**src/rtl/demux_1an_rr_pkg.sv**
```systemverilog
// Shared constants for the round-robin lane demultiplexer and its pointer.
// IDLE_MAX is used only when DEMUX_IDLE_RESYNC_EN is defined.
package demux_1an_rr_pkg;

  localparam int DEF_WIDTH = 8;
  localparam int DEF_LANES = 2;

  localparam logic MODE_SEL = 1'b0;
  localparam logic MODE_RR  = 1'b1;

  localparam int IDLE_MAX = 16;
  localparam int IDLE_W   = $clog2(IDLE_MAX + 1);

endpackage

```
**src/rtl/demux_rr_ptr.sv**
```systemverilog
// Round-robin lane pointer with wrap at LANES-1.
// Define DEMUX_IDLE_RESYNC_EN to return the pointer to lane 0 after IDLE_MAX idle cycles.
module demux_rr_ptr
  import demux_1an_rr_pkg::*;
#(
  parameter  int LANES = DEF_LANES,
  localparam int SEL_W = $clog2(LANES)
) (
  input  logic             clk,
  input  logic             rst_n,
  input  logic             i_mode,
  input  logic             i_valid,
  output logic [SEL_W-1:0] o_ptr
);

  localparam logic [SEL_W-1:0] LAST = SEL_W'(LANES - 1);

  logic [SEL_W-1:0] r_ptr;
  logic [SEL_W-1:0] w_ptr_next;
  logic             w_adv;
  logic             w_resync;

  assign w_adv = i_valid && (i_mode == MODE_RR);

`ifdef DEMUX_IDLE_RESYNC_EN
  logic [IDLE_W-1:0] r_idle;
  logic [IDLE_W-1:0] w_idle_next;

  always_comb begin
    w_idle_next = r_idle;
    if (i_valid) begin
      w_idle_next = '0;
    end else if (r_idle != IDLE_W'(IDLE_MAX)) begin
      w_idle_next = r_idle + 1'b1;
    end
  end

  // Resync fires on the edge where the idle run reaches IDLE_MAX (and while saturated).
  assign w_resync = !i_valid && (w_idle_next == IDLE_W'(IDLE_MAX));

  always_ff @(posedge clk or negedge rst_n) begin
    if (!rst_n) begin
      r_idle <= '0;
    end else begin
      r_idle <= w_idle_next;
    end
  end
`else
  assign w_resync = 1'b0;
`endif

  always_comb begin
    w_ptr_next = r_ptr;
    if (w_resync) begin
      w_ptr_next = '0;
    end else if (w_adv) begin
      w_ptr_next = (r_ptr == LAST) ? '0 : r_ptr + 1'b1;
    end
  end

  always_ff @(posedge clk or negedge rst_n) begin
    if (!rst_n) begin
      r_ptr <= '0;
    end else begin
      r_ptr <= w_ptr_next;
    end
  end

  assign o_ptr = r_ptr;

endmodule

```
**src/rtl/demux_1an_rr.sv**
```systemverilog
// 1-to-LANES registered word demultiplexer: external select or round-robin steering.
// Optional idle pointer resync is enabled by defining DEMUX_IDLE_RESYNC_EN.
module demux_1an_rr
  import demux_1an_rr_pkg::*;
#(
  parameter  int WIDTH = DEF_WIDTH,
  parameter  int LANES = DEF_LANES,
  localparam int SEL_W = $clog2(LANES)
) (
  input  logic                   clk_4f,
  input  logic                   reset_L,
  input  logic                   mode,
  input  logic [SEL_W-1:0]       selectorL,
  input  logic                   valid,
  input  logic [WIDTH-1:0]       data_in,
  output logic [LANES-1:0]       validout,
  output logic [LANES*WIDTH-1:0] dataout,
  output logic [SEL_W-1:0]       lane_ptr,
  output logic                   sel_err
);

  localparam logic [SEL_W:0] LANES_C = (SEL_W + 1)'(LANES);

  logic [SEL_W-1:0] w_ptr;
  logic [SEL_W-1:0] w_target;
  logic             w_in_range;
  logic             w_hit;
  logic [LANES-1:0] w_lane_hit;
  logic [LANES-1:0] r_validout;
  logic [WIDTH-1:0] r_data [LANES];
  logic             r_sel_err;

  demux_rr_ptr #(
    .LANES (LANES)
  ) u_ptr (
    .clk     (clk_4f),
    .rst_n   (reset_L),
    .i_mode  (mode),
    .i_valid (valid),
    .o_ptr   (w_ptr)
  );

  assign w_target   = (mode == MODE_RR) ? w_ptr : selectorL;
  assign w_in_range = ({1'b0, w_target} < LANES_C);
  assign w_hit      = valid && w_in_range;

  // Non-target lanes keep their last word; only the hit lane loads.
  for (genvar gi = 0; gi < LANES; gi++) begin : g_lane
    assign w_lane_hit[gi] = w_hit && (w_target == SEL_W'(gi));

    always_ff @(posedge clk_4f or negedge reset_L) begin
      if (!reset_L) begin
        r_data[gi] <= '0;
      end else if (w_lane_hit[gi]) begin
        r_data[gi] <= data_in;
      end
    end

    assign dataout[gi*WIDTH +: WIDTH] = r_data[gi];
  end

  always_ff @(posedge clk_4f or negedge reset_L) begin
    if (!reset_L) begin
      r_validout <= '0;
      r_sel_err  <= 1'b0;
    end else begin
      r_validout <= w_lane_hit;
      r_sel_err  <= valid && !w_in_range;
    end
  end

  assign validout = r_validout;
  assign lane_ptr = w_ptr;
  assign sel_err  = r_sel_err;

endmodule

```
**config.mk**
```make
export PLATFORM = sky130hd
export DESIGN_NAME = demux_1an_rr
export DESIGN_NICKNAME = d
export VERILOG_FILES = /design/src/rtl/demux_1an_rr_pkg.sv /design/src/rtl/demux_rr_ptr.sv /design/src/rtl/demux_1an_rr.sv
export SDC_FILE = /design/constraint.sdc
export NUM_CORES = 1
export LEC_CHECK = 0
export ABC_AREA = 1
export BUFFER_PORTS_ARGS = -buffer_cell sky130_fd_sc_hd__buf_2
export CAP_MARGIN = 10
export CORE_MARGIN = 2
export CORE_UTILIZATION = 52
export CTS_BUF_LIST = sky130_fd_sc_hd__clkbuf_8
export DETAILED_ROUTE_END_ITERATION = 10
export GPL_ROUTABILITY_DRIVEN = 0
export PLACE_DENSITY = 0.85
export SETUP_SLACK_MARGIN = 0.4
export SYNTH_ARGS = -nofsm -noshare
export SYNTH_HDL_FRONTEND = slang
export SYNTH_HIERARCHICAL = 1
export SYNTH_SLANG_ARGS = --single-unit
```
**constraint.sdc**
```tcl
create_clock -name clk_4f -period 1.65 [get_ports clk_4f]
set_input_delay 0.495 -clock clk_4f [delete_from_list [all_inputs] [get_ports clk_4f]]
set_output_delay 0.495 -clock clk_4f [all_outputs]
set_load 0.005 [all_outputs]
```
## After elaboration in Yosys (flattened, before gate mapping)

Cells that the tools add are included.

| word-level totals | value |
|---|---|
| register bits after elaboration | 19 |
| latch bits | 0 |
| memory bits (writable) | 0 |
| memory bits (read-only) | 0 |
| bits of input ports | 13 |
| output and inout bits | 20 |
| word-level logic and storage cells | 11 |
| memories | 0 |

| operators by class | value |
|---|---|
| $add $sub $neg | 1 |
| $mul | 0 |
| div/mod/pow operators | 0 |
| order comparisons | 0 |
| eq/ne operators | 0 |
| shift-type cells | 0 |
| mux-type cells | 2 |
| bitwise gates (word level) | 1 |
| reductions and logical operators | 3 |

Operators by type and width:

| operator | number |
|---|---|
| $logic_and 1x1->1 | 3 |
| $mux 1 | 2 |
| $add 1x1->1 const B | 1 |
| $not 1->1 | 1 |

## Logic depth before layout (Yosys ltp)

| depth | value |
|---|---|
| depth in word-level cells | 3 |
| gate-level depth with buffers | 5 |
| gate-level depth less buffers | 5 |

## By module

The synthesis kept the hierarchy.

By module, submodules not included:

| module | instances | cells each | area an instance (um^2) |
|---|---|---|---|
| demux_1an_rr | 1 | 82 | 769.5 |
| demux_rr_ptr | 1 | 6 | 45.0 |

## Least setup slack after synthesis

OpenSTA, ideal clock, no wires.

| timing path | value |
|---|---|
| path type | input port to flip-flop |
| start | input valid |
| end | register r_data (netlist bit dataout[5]) |
| setup time | 117 ps |
| arrival time | 931 ps |
| data required time | 1533 ps |
| setup slack | 602 ps |
| cell stages on the path | 4 |
| buffers on the path | 2 |
| cell sequence | buf_4 buf_4 nand4_1 nand2_1 |

| on the way | value |
|---|---|
| longest elaborated chain between the ends | 1 |

Ends and longest elaborated chain:

| what | line | RTL |
|---|---|---|
| start, declared | demux_1an_rr.sv:14 | `input logic valid,` |
| $logic_and 1x1->1 | demux_1an_rr.sv:49 | `assign w_lane_hit[gi] = w_hit && (w_target == SEL_W'(gi));` |
| end signal, assigned by index | demux_1an_rr.sv:55 | `r_data[gi] <= data_in;` |
| end, declared | demux_1an_rr.sv:30 | `logic [WIDTH-1:0] r_data [LANES];` |

Every way passes these cells.
A chain may end at the register's enable or synchronous reset.

## Worst setup path in the final report

| timing path | value |
|---|---|
| start | register r_data (netlist bit dataout[15]) |
| end | output dataout[15] |

RTL lines:

| what | line | RTL |
|---|---|---|
| end, declared | demux_1an_rr.sv:17 | `output logic [LANES*WIDTH-1:0] dataout,` |

No word-level cell between the ends.

==> impl_metrics.env <==
export IMPL_intPower_uw=902.2
export IMPL_cts_hold_buf=0
export IMPL_finalCriticalPeriod_ps=1263
export IMPL_synth_top_area_share=0.5837
export IMPL_start_kind="flop"
export IMPL_drv_cap=0
export IMPL_diodes=0
export IMPL_clockBufferDepth=2
export IMPL_io_buffer_count=31
export IMPL_synth_nets=101
export IMPL_antenna_found_initial=0
export IMPL_grt_max_degree=20
export IMPL_post_route_drc_count=0
export IMPL_outcome="completed"
export IMPL_drive_gt1_frac=0.4044
export IMPL_fin_util=0.7605
export IMPL_worst_ep_required_time_ps=1150
export IMPL_dr_total_vias=792
export IMPL_ys_warn_count=6
export IMPL_syn_area_sq_um=814.5
export IMPL_crit_type="reg -> out"
export IMPL_avgViaCountPerCell=5.211
export IMPL_htreeDepth=1
export IMPL_rsz0062_at_grt="yes"
export IMPL_area_growth_pct=39.02
export IMPL_cts_tree="done"
export IMPL_dp_hpwl_mm=1.251
export IMPL_grt_overflow_total=0
export IMPL_drtIter0Drc=21
export IMPL_whs_ps=164.6
export IMPL_path_buf_inv=1
export IMPL_final_nets=150
export IMPL_cts_sinks=19
export IMPL_drtPass1Iterations=4
export IMPL_final_max_slew_viol_count=0
export IMPL_setup_viol=0
export IMPL_max_freq_ghz=0.7917
export IMPL_yosys_top_cells_area="dfrtp_1, nand2_1, nand4_1"
export IMPL_fin_cells=152
export IMPL_grtUsageTotal=0.2047
export IMPL_avgSynthCellArea_sq_um=9.256
export IMPL_p_leak_nw=0.6897
export IMPL_clk_root_buffer_cell="clkbuf_8"
export IMPL_hold_viol_final=0
export IMPL_ant_nets=0
export IMPL_post_cts_resized=0
export IMPL_hp_class="in -> async"
export IMPL_ir_drop_uv=667.5
export IMPL_initial_core_util=0.5471
export IMPL_routed_wl_mm=1.835
export IMPL_die_x_um=43.58
export IMPL_ios=33
export IMPL_final_common_cell="nand2_1"
export IMPL_numCtsBuffers=3
export IMPL_clk_latency_ps=250
export IMPL_core_area_sq_um=1489
export IMPL_rows=14
export IMPL_worst_clock_skew_ps=2.574
export IMPL_p_clk_frac=0.248
export IMPL_p_seq_frac=0.463
export IMPL_crit_fanout=2
export IMPL_grt_pass1_wl_mm=2.849
export IMPL_arrival_ps=770
export IMPL_setup_tns_ps=0
export IMPL_netlist_cell_type_count=11
export IMPL_ys_seq_elements=19
export IMPL_dieArea_sq_um=1899
export IMPL_final_cell_mix="nand2_1, buf_2, dfrtp_1"
export IMPL_die_h_um=43.58
export IMPL_slowest_stage="dfrtp_1"
export IMPL_wire_per_inst_um=12.07
export IMPL_power_frac_comb=0.289
export IMPL_cp_cell_sequence="buf_2"
export IMPL_synth_top_area_cell="dfrtp_1"
export IMPL_path_clk_slew_ps=70
export IMPL_synthCells=88
export IMPL_placed_cells=133
export IMPL_switching_share=0.2837
export IMPL_p_per_area_nw_per_um2=1112
export IMPL_yosysSeqAreaShare=0.5837
export IMPL_layout_worst_path_cycle_share=0.7655
export IMPL_p_sw_uw=357.4
export IMPL_max_stage_delay_ps=390
export IMPL_critical_path_endpoint_type="primary output"
export IMPL_grt_pass1_vias=666
export IMPL_crit_family="flip-flops"
Yosys cell counts (all sizes together):
cell type / n
buf: 3
nand2: 40
nand3: 11
inv: 6
conb: 1
nand4: 8
dfrtp: 19
power by group through the flow:
stage                     logic, mW  clock network [mW]  registers, mW
after global placement        0.247                   0          0.595
final                         0.364               0.312          0.584
after global routing          0.403               0.333          0.591
after floorplan               0.118                   0          0.607
after detailed placement      0.259                   0          0.597
after CTS                     0.311               0.311          0.583
layout make-up:
class	instances	area [sq um]
sequential	19	475.5
fill	105	356.6
multi-input combinational	60	294.0
timing repair buffer	47	275.3
clock buffer	3	41.29
inverter	6	22.52
tap	16	20.02
clock inverter	1	3.754
cell families (layout without fill, tap and decap cells):
family | after synthesis | in the layout | share of synthesized area
other cells | 1 | 1 | 0.004604
simple gates | 59 | 59 | 0.3564
flops | 19 | 19 | 0.5837
buf+inv | 9 | 57 | 0.05530
worst paths after layout:
| path | startpoint | endpoint | slack, ps | cells past startpoint |
|---|---|---|---|---|
| min in group clk_4f | dataout[12]$_DFFE_PN0P_ | dataout[12]$_DFFE_PN0P_ | 480 | 2 |
| setup / recovery | dataout[15]$_DFFE_PN0P_ | dataout[15] | 390 | 1 |
| setup reg to reg | u_ptr/o_ptr$_DFFE_PN0P_ | dataout[7]$_DFFE_PN0P_ | 490 | 5 |
| hold / removal | reset_L | dataout[5]$_DFFE_PN0P_ | 160 | 1 |
| hold reg to reg | dataout[12]$_DFFE_PN0P_ | dataout[12]$_DFFE_PN0P_ | 480 | 2 |
| max in group asynchronous | reset_L | validout[1]$_DFF_PN0_ | 1190 | 1 |
metrics by stage:
| stage | worst slack, ps | power, mW | cell area, sq um |
|---|---|---|---|
| final | 387.0 | 1.260 | 1132 |
| after global routing | 362.8 | 1.327 | 1132 |
| after CTS | 386.3 | 1.205 | 1072 |
| after detailed placement | 390.0 | 0.8559 | 974.7 |
| after global placement | 447.4 | 0.8427 | 974.7 |
| after floorplan | 601.8 | 0.7249 | 814.5 |
what timing repair did:
item	CTS	global route
endpoints found under the setup margin	13	18
buffers inserted	7	8
gates cloned	0	0
layer usage:
metal / part of all wire / global-route usage
met1: 0.41 / 0.2636
met2: 0.49 / 0.3382
met3: 0.086 / 0.03333
met5: 0 / 0
met4: 0.016 / 0.09091
state kept, by name (all words and copies together), names as in the netlist:
| register | cells |
|---|---|
| u_ptr/o_ptr | 1 |
| validout | 2 |
| dataout | 16 |
(Power assumes the default switching activity.)
